<file path="config.mk">
export PLATFORM = sky130hd
export DESIGN_NAME = pwm_duty_meter
export DESIGN_NICKNAME = d
export VERILOG_FILES = /design/src/rtl/pwm_duty_meter.sv
export SDC_FILE = /design/constraint.sdc
export NUM_CORES = 1
export LEC_CHECK = 0
export BUFFER_PORTS_ARGS = -buffer_cell sky130_fd_sc_hd__buf_2
export CAP_MARGIN = 25
export CORE_MARGIN = 5
export CORE_UTILIZATION = 45
export CTS_CLUSTER_SIZE = 25
export DETAILED_ROUTE_END_ITERATION = 12
export GPL_TIMING_DRIVEN = 0
export SLEW_MARGIN = 20
export SYNTH_ARGS = -nofsm -noshare
export SYNTH_HDL_FRONTEND = slang
export SYNTH_SLANG_ARGS = --single-unit
export TNS_END_PERCENT = 10
</file>
<file path="constraint.sdc">
create_clock -name clk -period 1.9 [get_ports clk]
set_input_delay 0.475 -clock clk [delete_from_list [all_inputs] [get_ports clk]]
set_output_delay 0.475 -clock clk [all_outputs]
set_load 0.02 [all_outputs]
</file>
<file path="src/rtl/pwm_duty_meter.sv">
// Three-channel PWM high-time / period meter with stuck-level detection.
// Optional 2-flop input synchronizers are enabled by defining PWM_DUTY_METER_SYNC_EN.
`timescale 1ns/1ps
module pwm_duty_meter #(
    parameter int unsigned CNT_W = 8
) (
    input  logic                 clk,
    input  logic                 reset_n,
    input  logic                 R_pwm_in,
    input  logic                 G_pwm_in,
    input  logic                 B_pwm_in,
    output logic [3*CNT_W-1:0]   high_o,
    output logic [3*CNT_W-1:0]   period_o,
    output logic [2:0]           valid_o,
    output logic [2:0]           stuck_o
);

    localparam int unsigned NCH = 3;
    localparam logic [CNT_W-1:0] MAX = {CNT_W{1'b1}};
    localparam logic [CNT_W-1:0] ONE = CNT_W'(1);

    typedef enum logic [1:0] {
        SEEK  = 2'd0,
        MEAS  = 2'd1,
        STUCK = 2'd2
    } state_t;

    logic [NCH-1:0] pin;
    logic [NCH-1:0] pin_sync;
    logic [NCH-1:0] s;
    logic [NCH-1:0] s_d;

    assign pin = {B_pwm_in, G_pwm_in, R_pwm_in};

`ifdef PWM_DUTY_METER_SYNC_EN
    logic [NCH-1:0] sync_q1;
    logic [NCH-1:0] sync_q2;

    // Metastability guard for asynchronous PWM pins.
    always_ff @(posedge clk or negedge reset_n) begin
        if (!reset_n) begin
            sync_q1 <= '0;
            sync_q2 <= '0;
        end else begin
            sync_q1 <= pin;
            sync_q2 <= sync_q1;
        end
    end

    assign pin_sync = sync_q2;
`else
    assign pin_sync = pin;
`endif

    // Sample register and its one-cycle delayed copy for edge detection.
    always_ff @(posedge clk or negedge reset_n) begin
        if (!reset_n) begin
            s   <= '0;
            s_d <= '0;
        end else begin
            s   <= pin_sync;
            s_d <= s;
        end
    end

    for (genvar g = 0; g < NCH; g++) begin : g_ch
        state_t           state;
        state_t           state_nxt;
        logic [CNT_W-1:0] pcnt;
        logic [CNT_W-1:0] pcnt_nxt;
        logic [CNT_W-1:0] hcnt;
        logic [CNT_W-1:0] hcnt_nxt;
        logic [CNT_W-1:0] high_q;
        logic [CNT_W-1:0] high_nxt;
        logic [CNT_W-1:0] period_q;
        logic [CNT_W-1:0] period_nxt;
        logic             valid_q;
        logic             valid_nxt;
        logic             stuck_q;
        logic             stuck_nxt;
        logic             rise;

        assign rise = s[g] & ~s_d[g];

        always_ff @(posedge clk or negedge reset_n) begin
            if (!reset_n) begin
                state    <= SEEK;
                pcnt     <= '0;
                hcnt     <= '0;
                high_q   <= '0;
                period_q <= '0;
                valid_q  <= 1'b0;
                stuck_q  <= 1'b0;
            end else begin
                state    <= state_nxt;
                pcnt     <= pcnt_nxt;
                hcnt     <= hcnt_nxt;
                high_q   <= high_nxt;
                period_q <= period_nxt;
                valid_q  <= valid_nxt;
                stuck_q  <= stuck_nxt;
            end
        end

        // pcnt doubles as the SEEK timeout counter; counters saturate into STUCK instead of wrapping.
        always_comb begin
            state_nxt  = state;
            pcnt_nxt   = pcnt;
            hcnt_nxt   = hcnt;
            high_nxt   = high_q;
            period_nxt = period_q;
            valid_nxt  = 1'b0;
            stuck_nxt  = stuck_q;

            unique case (state)
                SEEK: begin
                    if (rise) begin
                        state_nxt = MEAS;
                        pcnt_nxt  = ONE;
                        hcnt_nxt  = ONE;
                    end else if (pcnt == MAX) begin
                        state_nxt  = STUCK;
                        high_nxt   = s[g] ? MAX : '0;
                        period_nxt = MAX;
                        valid_nxt  = 1'b1;
                        stuck_nxt  = 1'b1;
                    end else begin
                        pcnt_nxt = pcnt + ONE;
                    end
                end
                MEAS: begin
                    if (rise) begin
                        high_nxt   = hcnt;
                        period_nxt = pcnt;
                        valid_nxt  = 1'b1;
                        pcnt_nxt   = ONE;
                        hcnt_nxt   = ONE;
                    end else if (pcnt == MAX) begin
                        state_nxt  = STUCK;
                        high_nxt   = s[g] ? MAX : '0;
                        period_nxt = MAX;
                        valid_nxt  = 1'b1;
                        stuck_nxt  = 1'b1;
                    end else begin
                        pcnt_nxt = pcnt + ONE;
                        hcnt_nxt = hcnt + CNT_W'(s[g]);
                    end
                end
                STUCK: begin
                    // The interval ending at the recovery rise is partial, so it is not reported.
                    if (rise) begin
                        state_nxt = MEAS;
                        pcnt_nxt  = ONE;
                        hcnt_nxt  = ONE;
                        stuck_nxt = 1'b0;
                    end
                end
                default: begin
                    state_nxt = SEEK;
                    pcnt_nxt  = '0;
                    hcnt_nxt  = '0;
                end
            endcase
        end

        assign high_o[g*CNT_W +: CNT_W]   = high_q;
        assign period_o[g*CNT_W +: CNT_W] = period_q;
        assign valid_o[g]                 = valid_q;
        assign stuck_o[g]                 = stuck_q;
    end

endmodule

</file>
==> results.json <==
{
  "synth_cells": 540,
  "synth_seq_area_share_pct": 51.0,
  "dieArea_mm2": 0.0147,
  "start_kind": "flip-flop",
  "synth-simple-area-share_pct": 14.8,
  "die_w_um": 121,
  "hold_violations": 0,
  "timing.critical_path.buf_inv": 1,
  "routed_wl_um": 13300,
  "grt-busiest-layer": "met2",
  "grtUsageMet2_pct": 30.1,
  "finClkSkew_ns": 0.00705,
  "rrSetupSlack_ns": 0.04,
  "core_area_mm2": 0.0121,
  "fp.dieH_um": 121,
  "vias": 4540,
  "grt-ovfl-total": 0,
  "yosysUniqueCellTypes": 64,
  "final_util_pct": 55.8,
  "drtAntennaViolNets": 0,
  "period_share_pct": 98.1,
  "final_max_slew_viol_count": 0,
  "grt_usage_pct": 19.3,
  "gr-usage-met1_pct": 26.1,
  "drv_cap": 0,
  "path_cells": "nor2b_1 -> clkbuf_1 -> nor2_1 -> a21boi_0 -> mux2_2",
  "fin_area_mm2": 0.00676,
  "synth.net_count": 555,
  "synthArstFlopShare_pct": 100,
  "worst_r2r_endpoint": "g_ch[2].pcnt[0]",
  "crit_fanout": 8,
  "path_class": "reg2reg",
  "rsz0062_at_grt": "yes",
  "synth_top_family_by_area": "compound AO/OA/AOI/OAI gates",
  "worstPathArrival_ns": 2.16,
  "status": "finished, final reports clean",
  "hp-start": "R_pwm_in",
  "synthAdderAreaFrac_pct": 2.24,
  "tritoncts": "done",
  "synth_compound_gate_area_share_pct": 23.1,
  "power_leakage_nw": 3.00,
  "setup_violations": 0,
  "clock-root-buffer": "clkbuf_16",
  "dpl_cell_area_mm2": 0.00612,
  "yosysWarnings": 0,
  "crit_family": "simple AND/OR/NAND/NOR gates",
  "worstSkewPairLatency_ns": 0.41,
  "synth_area_leaders": "dfrtp_1 (51%), a2bb2oi_1 (3.4%), nand2_1 (2.9%)",
  "rows": 40,
  "grt_antenna_before_repair": 0,
  "grt_pass1_vias": 4471,
  "muxShareOfSynthArea_pct": 1.46,
  "diodes": 0,
  "cp-end-kind": "flip-flop",
  "worst_slew_pin_slew_ns": 0.591,
  "period_needed_ns": 1.86,
  "gr-usage-met3_pct": 5.27,
  "hpwl_um": 9280,
  "cts_buffer_depth": 2,
  "synth.cell_area_mm2": 0.00559,
  "grt_max_degree": 82,
  "nNetsFinal": 636,
  "irDropWorstVdd_v": 0.000777,
  "area_growth_pct": 21.0,
  "cts-buffers-inserted": 17,
  "wl_per_cell_um": 16.6,
  "power.density_mw_per_mm2": 1130,
  "synth_edf_count": 0,
  "synthFlopType": "dfrtp_1",
  "clkTransAtPathRegs_ns": 0.05,
  "crit_start": "s[2]",
  "num-fill-cells": 1122,
  "gp_congestion": 0.856,
  "synth_area_per_cell_um2": 10.4,
  "r2r_cells": 5,
  "port-buffer-count": 58,
  "path_depth": 5,
  "relSlewSlack_pct": 60.6,
  "endpoint": "g_ch[2].pcnt[0]",
  "drive_gt1_share_pct": 20.5,
  "hp-class": "in2reg",
  "synth-seq-cells": 114,
  "cpPeakStageDelay_ns": 0.47,
  "slowest_stage": "dfrtp_1",
  "start_util_pct": 46.1,
  "io_pins": 59,
  "h-tree-depth": 4,
  "drc": 0,
  "netlist.area_leader.share_pct": 51.0,
  "drt-initial-drc-count": 309,
  "cts_num_sinks": 114,
  "synth-xor-area-share_pct": 2.66,
  "reg2reg_from": "s[2]",
  "dr.pass1.iters": 5,
  "viasPerCell": 5.66,
  "synth_top_cell_by_area": "dfrtp_1",
  "max_clock_freq_ghz": 0.536,
  "cp_data_required_time_ns": 2.19,
  "grt_pass1_wl_um": 22700
}
## stage by stage
step	setup WS [ns]	power (W)	std cells	TNS (ns)	hold slack (ns)
final	0.0352	0.00766	802	0	0.176
after global routing	-0.0918	0.00808	802	-1.08	0.156
after CTS	-0.00359	0.00774	800	-0.00651	0.159
after detailed placement	-0.240	0.00473	767	-1.98	0.389
after global placement	-1.02	0.00468	766	-116.96	0.471
after floorplan	0.260	0.00418	540	0	0.179
## cell usage in the layout, fill, tap and decap left out, types with 8 or more instances in the layout
master     count
dfrtp_1      111
nand2_1       43
clkbuf_1      25
nand2b_1       9
o22ai_1       15
nor2_1        37
a21oi_1       28
nand4_1       12
buf_2         65
o21ai_0       25
inv_1         15
clkbuf_16     17
buf_4          9
nand3_1       14
xor2_1        11
o22a_1        16
a2bb2oi_1     22
ha_1           8
and3_1         8
## cells by family (layout without fill, tap and decap cells)
group | after synthesis | in the layout
mux | 8 | 8
simple gates | 158 | 158
xor+xnor | 17 | 17
buf+inv | 57 | 151
compound gates | 176 | 176
fa+ha+maj | 10 | 10
flops | 114 | 114
## timing repair
| action | 4_1_cts | 5_1_grt |
|---|---|---|
| cloned | 0 | 0 |
| resized for setup | 5 | 19 |
| endpoints found under the hold margin | 33 | 0 |
| endpoints found under the setup margin | 19 | 52 |
| setup buffers | 0 | 2 |
| hold buffers | 1 | 0 |
| pin swaps | 0 | 1 |
## metal layers
layer | share of wire (%) | vias up | routed length [um]
li1 | - | 2180 | -
met1 | 47 | 2260 | 6260
met2 | 48 | 88 | 6430
met3 | 4.0 | 12 | 526
met4 | 0.71 | 0 | 95
met5 | 0 | - | 0
## power breakdown
| group | internal, W | switching [W] | leakage (nW) |
|---|---|---|---|
| logic | 0.000613 | 0.000806 | 1.31 |
| clock network | 0.00192 | 0.00103 | 0.275 |
| registers | 0.00284 | 0.000446 | 1.41 |
## how the worst min path moves through the flow
stage / endpoint / depth (start not counted)
CTS: s[0] / 1
floorplan: g_ch[0].hcnt[0] / 0
global placement: g_ch[2].high_q[4] / 1
detailed placement: g_ch[1].hcnt[7] / 1
global route: s[2] / 1
finish: s[0] / 1
## cells in the mapped netlist, drive strengths merged, types with 7 or more instances
cell type,n
a2bb2oi,22
nand2b,9
o22a,16
dfrtp,114
clkbuf,22
ha,10
and3,8
o22ai,15
nand4,13
nand3,15
a2111o,7
mux2i,7
nor2,37
a21oi,29
xor2,11
inv,15
buf,19
nand2,43
o2111ai,7
o21ai,28
## area by class of cell
type	instances	area (um2)	share of cell area, %
inverter	16	62.6	0.925
multi-input combinational	369	2510	37.2
clock buffer	27	503	7.44
timing repair buffer	62	349	5.16
buffer	41	216	3.20
sequential	114	2860	42.2
tap	168	210	3.11
clock inverter	5	50.0	0.740
## state kept, by name, summed over array words and instances (netlist names)
name and cells:
s 3, g_ch.pcnt 24, g_ch.high_q 24, g_ch.state 6
s_d 3, g_ch.hcnt 24, g_ch.stuck_q 3, g_ch.valid_q 3
g_ch.period_q 24
No activity file was read; power rests on OpenSTA's default activity.
